[config.mk]
export PLATFORM = sky130hd
export DESIGN_NAME = mem_arbiter_rr
export DESIGN_NICKNAME = d
export VERILOG_FILES = /design/src/rtl/mem_arbiter_rr.sv
export SDC_FILE = /design/constraint.sdc
export NUM_CORES = 1
export LEC_CHECK = 0
export CORE_AREA = 4 4 544 546
export DETAILED_ROUTE_END_ITERATION = 8
export DIE_AREA = 0 0 548 550
export PLACE_DENSITY = 0.3
export SYNTH_ARGS = -nofsm -noshare
export SYNTH_HDL_FRONTEND = slang
export SYNTH_SLANG_ARGS = --single-unit
[constraint.sdc]
create_clock -name clk -period 3.4 [get_ports clk]
set_input_delay 0.68 -clock clk [delete_from_list [all_inputs] [get_ports clk]]
set_output_delay 0.68 -clock clk [all_outputs]
set_load 0.01 [all_outputs]
[src/rtl/mem_arbiter_rr.sv]
// Purpose: NUM_PORTS-client round-robin arbiter that feeds cacheline requests into the single cacheline adaptor port.
// Latency: a request seen in IDLE raises the strobe on the next cycle; port_resp pulses one cycle after mem_resp; at least 3 cycles per transaction.
// Backpressure: one transaction in flight at a time; clients hold their request until they see port_resp; the mem-side strobe is held until mem_resp.
// Option: define MEM_ARB_WRITE_PRIO_EN to grant only writers while any writer is pending, so victim writebacks drain before refills.
// Ports:
//   clk, reset_n                      - clock, asynchronous active-low reset
//   port_read/port_write[NUM_PORTS]   - per-client line requests (write wins if both are set)
//   port_address/port_wdata           - packed client address/line, client i at [i*W +: W]
//   port_rdata                        - last read line, broadcast to all clients
//   port_resp[NUM_PORTS]              - one-hot completion pulse
//   mem_read/mem_write/mem_address/mem_wdata - registered request to the adaptor
//   mem_rdata/mem_resp                - adaptor read line and completion
module mem_arbiter_rr #(
   parameter int NUM_PORTS = 2,
   parameter int LINE_W    = 256,
   parameter int ADDR_W    = 32
) (
   input  logic                          clk,
   input  logic                          reset_n,
   input  logic [NUM_PORTS-1:0]          port_read,
   input  logic [NUM_PORTS-1:0]          port_write,
   input  logic [NUM_PORTS*ADDR_W-1:0]   port_address,
   input  logic [NUM_PORTS*LINE_W-1:0]   port_wdata,
   output logic [LINE_W-1:0]             port_rdata,
   output logic [NUM_PORTS-1:0]          port_resp,
   output logic                          mem_read,
   output logic                          mem_write,
   output logic [ADDR_W-1:0]             mem_address,
   output logic [LINE_W-1:0]             mem_wdata,
   input  logic [LINE_W-1:0]             mem_rdata,
   input  logic                          mem_resp
);

   localparam int GRANT_W = (NUM_PORTS > 1) ? $clog2(NUM_PORTS) : 1;
   localparam logic [GRANT_W-1:0] LAST_PORT = GRANT_W'(NUM_PORTS - 1);

   typedef enum logic [1:0] {
      IDLE  = 2'd0,
      ISSUE = 2'd1,
      DONE  = 2'd2
   } state_t;

   state_t state, state_nxt;

   logic [GRANT_W-1:0]   grant;
   logic [GRANT_W-1:0]   last_grant;

   logic [NUM_PORTS-1:0] req;
   logic [NUM_PORTS-1:0] elig;

   logic                 found_hi, found_lo;
   logic [GRANT_W-1:0]   idx_hi, idx_lo;
   logic                 win_found;
   logic [GRANT_W-1:0]   win_idx;
   logic [ADDR_W-1:0]    win_addr;
   logic [LINE_W-1:0]    win_wdata;
   logic                 win_write;

   logic                 take_req;
   logic                 take_resp;

   // Eligibility: every requester, or only writers when write priority is built in.
   always_comb begin
      req = port_read | port_write;
`ifdef MEM_ARB_WRITE_PRIO_EN
      elig = (|port_write) ? port_write : req;
`else
      elig = req;
`endif
   end

   // Round-robin pick without a modulo: the lowest eligible index above
   // last_grant wins; if there is none, wrap to the lowest eligible index overall.
   // The loop runs downward so the last hit is the lowest index.
   always_comb begin
      found_hi = 1'b0;
      found_lo = 1'b0;
      idx_hi   = '0;
      idx_lo   = '0;
      for (int i = NUM_PORTS - 1; i >= 0; i--) begin
         if (elig[i]) begin
            found_lo = 1'b1;
            idx_lo   = GRANT_W'(i);
            if (i > int'(last_grant)) begin
               found_hi = 1'b1;
               idx_hi   = GRANT_W'(i);
            end
         end
      end
      win_found = found_lo;
      win_idx   = found_hi ? idx_hi : idx_lo;
   end

   // Mux the winner's request fields.
   always_comb begin
      win_addr  = '0;
      win_wdata = '0;
      win_write = 1'b0;
      for (int i = 0; i < NUM_PORTS; i++) begin
         if (GRANT_W'(i) == win_idx) begin
            win_addr  = port_address[i*ADDR_W +: ADDR_W];
            win_wdata = port_wdata[i*LINE_W +: LINE_W];
            win_write = port_write[i];
         end
      end
   end

   // FSM state register.
   always_ff @(posedge clk or negedge reset_n) begin
      if (!reset_n) begin
         state <= IDLE;
      end else begin
         state <= state_nxt;
      end
   end

   // FSM next-state logic and load enables.
   always_comb begin
      state_nxt = state;
      take_req  = 1'b0;
      take_resp = 1'b0;
      case (state)
         IDLE: begin
            if (win_found) begin
               state_nxt = ISSUE;
               take_req  = 1'b1;
            end
         end
         ISSUE: begin
            if (mem_resp) begin
               state_nxt = DONE;
               take_resp = 1'b1;
            end
         end
         DONE: begin
            state_nxt = IDLE;
         end
         default: begin
            state_nxt = IDLE;
         end
      endcase
   end

   // Registered datapath and strobes. The latched op lives in mem_write/mem_read,
   // which only change on request capture and on mem_resp.
   always_ff @(posedge clk or negedge reset_n) begin
      if (!reset_n) begin
         grant       <= '0;
         last_grant  <= LAST_PORT;
         mem_read    <= 1'b0;
         mem_write   <= 1'b0;
         mem_address <= '0;
         mem_wdata   <= '0;
         port_rdata  <= '0;
         port_resp   <= '0;
      end else begin
         port_resp <= '0;
         if (take_req) begin
            grant       <= win_idx;
            mem_address <= win_addr;
            mem_wdata   <= win_wdata;
            mem_write   <= win_write;
            mem_read    <= ~win_write;
         end
         if (take_resp) begin
            mem_read  <= 1'b0;
            mem_write <= 1'b0;
            // Write completions leave the last read line in place.
            if (!mem_write) begin
               port_rdata <= mem_rdata;
            end
            port_resp <= NUM_PORTS'(1) << grant;
         end
         if (state == DONE) begin
            last_grant <= grant;
         end
      end
   end

endmodule
==> impl_metrics.tcl <==
set metrics [dict create \
    status "finished clean" \
    critical-path-top-delay-family "buffers and inverters" \
    fp.dieH_um 550 \
    grt_overflow 0 \
    fin_setup_tns_ns 0 \
    core_area_um2 291000 \
    area_growth_pct 96.4 \
    io_buffers 1386 \
    p_leak_nw 16.8 \
    cp.arrival_ns 1.96 \
    crit_cells 1 \
    synth.area.top_cells "dfrtp_1 61%, a21oi_1 13%, mux2_1 12%" \
    ff2ff_path_depth 7 \
    numCtsBuffers 87 \
    syn_avg_cell_area_um2 10.6 \
    required_ns 2.72 \
    drc_errors 0 \
    p_switching_w 0.0159 \
    hpwl_um 159000 \
    htreeDepth 3 \
    syn-num-nets 2982 \
    internal_power_w 0.0251 \
    maxSlewViolCount 0 \
    syn_inst 2143 \
    synthFlopType "dfrtp_1" \
    yosysTopAreaCellShare_pct 60.8 \
    max_stage_delay_ns 0.85 \
    initial_core_util_pct 7.80 \
    cts.path.max_buffers 4 \
    r2r_slack_ns 1.00 \
    synthArstFlopShare_pct 100 \
    peakVddDrop_mv 0.434 \
    ys_ff_latch 552 \
    cts_resized 0 \
    combinationalPowerShare_pct 48.6 \
    layout_commonest_cell "clkdlybuf4s50_1" \
    regToRegEndpoint "mem_wdata[208]$_DFFE_PN0P_" \
    cts_tree "yes" \
    numClockSinks 552 \
    hold_viol 0 \
    die-area_um2 301000 \
    drt_iter0_drc 1183 \
    layout_common_cells "1385 x clkdlybuf4s50_1, 577 x a21oi_1, 551 x dfrtp_1" \
    path_cells "clkdlybuf4s50_1" \
    p_seq_share_pct 29.3 \
    clk_latency_ns 0.76 \
    ant_nets 0 \
    yosysSeqAreaShare_pct 60.9 \
    critPathCaptureType "output port" \
    hold_class "flip-flop to flip-flop" \
    row_count 198 \
    instances_no_fill 7523 \
    yosysWarnings 0 \
    power.switching_fraction_pct 38.7 \
    wl_per_cell_um 25.3 \
    timing.fmax_ghz 0.379 \
    nets 4385 \
    num_vias 23000 \
    grt_pass1_wl_um 246000 \
    antenna_found_initial 152 \
    power_frac_clock_pct 22.1 \
    rsz0062_at_grt "no" \
    endpoint "mem_wdata[214]" \
    clock_skew_ns 0.0310 \
    root_buffer "clkbuf_16" \
    postLayoutCoreUtil_pct 15.3 \
    place_inst 7356 \
    synth_edf_count 0 \
    design_area_um2 44500 \
    cp_slowest_cell "clkdlybuf4s50_1" \
    post_dp_cell_area_um2 41700 \
    start_kind "flip-flop" \
    worstReg2RegStart "state[0]$_DFFE_PN0P_" \
    setup_violations 0 \
    dr.pass1.iters 5 \
    yosysTopAreaCell "dfrtp_1" \
    timing_worst_setup_path_type "flip-flop to output port" \
    syn_area_um2 22700 \
    critPathLaunch "mem_wdata[214]$_DFFE_PN0P_" \
    grt_util_all_layers_pct 12.1 \
    yosysUniqueCellTypes 25 \
    tightest_slew_ns 0.938 \
    relSlewSlack_pct 37.5 \
    wl_um 190000 \
    fin_crit_sh_pct 77.6 \
    worst-path-max-fanout 2 \
    worst-path-buf-inv 1 \
    gp_congestion 0.837 \
    p_per_area_nw_per_um2 919 \
    ios 1387 \
    final_layout_size_suffix_gt1_share_pct 6.40 \
    period_needed_ns 2.64 \
    cts.clk_slew.worst_paths_ns 0.05 \
    grt_pass1_vias 24300 \
    postCtsSetupBuffers 0 \
    grt_max_degree 75 \
    maxCapViolations 0 \
    die_w_um 548 \
    cts_hold_buf 1 \
    via_per_inst 3.06 \
]
[stage by stage]
step	power (W)	hold slack, ns	worst slack (ns)
final	0.0409	0.423	0.760
after global routing	0.0436	0.377	0.636
after CTS	0.0421	0.329	0.571
after detailed placement	0.0325	0.415	0.525
after global placement	0.0325	0.415	0.554
after floorplan	0.0193	0.384	1.54
[cells by family (layout without fill, tap and decap cells)]
| family | count (synthesis) | after routing | share of synthesized area (%) |
|---|---|---|---|
| compound gates | 587 | 587 | 13.1 |
| buf+inv | 159 | 1623 | 3.46 |
| flops | 552 | 552 | 60.9 |
| mux | 256 | 256 | 12.7 |
| other cells | 0 | 16 | 0 |
| simple gates | 589 | 589 | 9.82 |
[routing by layer]
metal	vias up	track usage, %	wire length, um
met3	339	6.44	22700
met1	11200	14.2	76100
li1	10100	-	-
met2	1234	19.6	86900
met5	-	0	915
met4	134	2.26	3730
[power groups by stage]
stage / combinational (W) / clock [W] / sequential, W
final: 0.0199 / 0.00905 / 0.0120
after global routing: 0.0214 / 0.00976 / 0.0124
after CTS: 0.0205 / 0.00955 / 0.0121
after detailed placement: 0.0204 / 0 / 0.0121
after global placement: 0.0204 / 0 / 0.0121
after floorplan: 0.00602 / 0 / 0.0132
[worst reg2reg max path, stage by stage (launching register included)]
cell and delay (ns):
dfrtp_1 0.41, nor2_1 0.40, o31a_2 0.56, buf_12 0.22, buf_12 0.23, buf_4 0.30, nor2_1 0.07, a21oi_1 0.13
[registers in the layout, summed over array words and instances (netlist names)]
name / cells
mem_wdata: 256
port_rdata: 256
mem_address: 32
port_resp: 2
state: 2
grant: 1
last_grant: 1
mem_read: 1
mem_write: 1
[worst min path at each step]
stage / start / endpoint / slack [ns] / depth (start not counted)
3_3_place_gp: grant$_DFFE_PN0P_ / port_resp[0]$_DFF_PN0_ / 0.41 / 1
2_1_floorplan: reset_n / grant$_DFFE_PN0P_ / 0.38 / 0
5_1_grt: port_wdata[149] / mem_wdata[149]$_DFFE_PN0P_ / 0.38 / 3
3_5_place_dp: grant$_DFFE_PN0P_ / port_resp[0]$_DFF_PN0_ / 0.41 / 1
4_1_cts: port_wdata[149] / mem_wdata[149]$_DFFE_PN0P_ / 0.33 / 3
6_report: grant$_DFFE_PN0P_ / port_resp[0]$_DFF_PN0_ / 0.42 / 1
[area by class of cell]
type / count / area, um^2
Antenna cell: 16 / 40.0
Sequential cell: 552 / 13800
Inverter: 4 / 15.0
Clock buffer: 130 / 2510
Clock inverter: 20 / 269
Multi-Input combinational cell: 1432 / 8090
Tap cell: 3900 / 4880
Timing Repair Buffer: 1469 / 14900
Fill cell: 32600 / 246000
[cell usage after synthesis, types with 2 or more instances]
cell type	instances
mux2_2	16
a21oi_1	577
nand3_1	2
nand2_1	291
nor2_1	292
o21ai_1	4
buf_4	26
buf_1	4
clkbuf_1	53
inv_1	3
dfrtp_1	551
buf_2	72
mux2_1	240
Note: power is estimated with default switching activity, not from simulation.
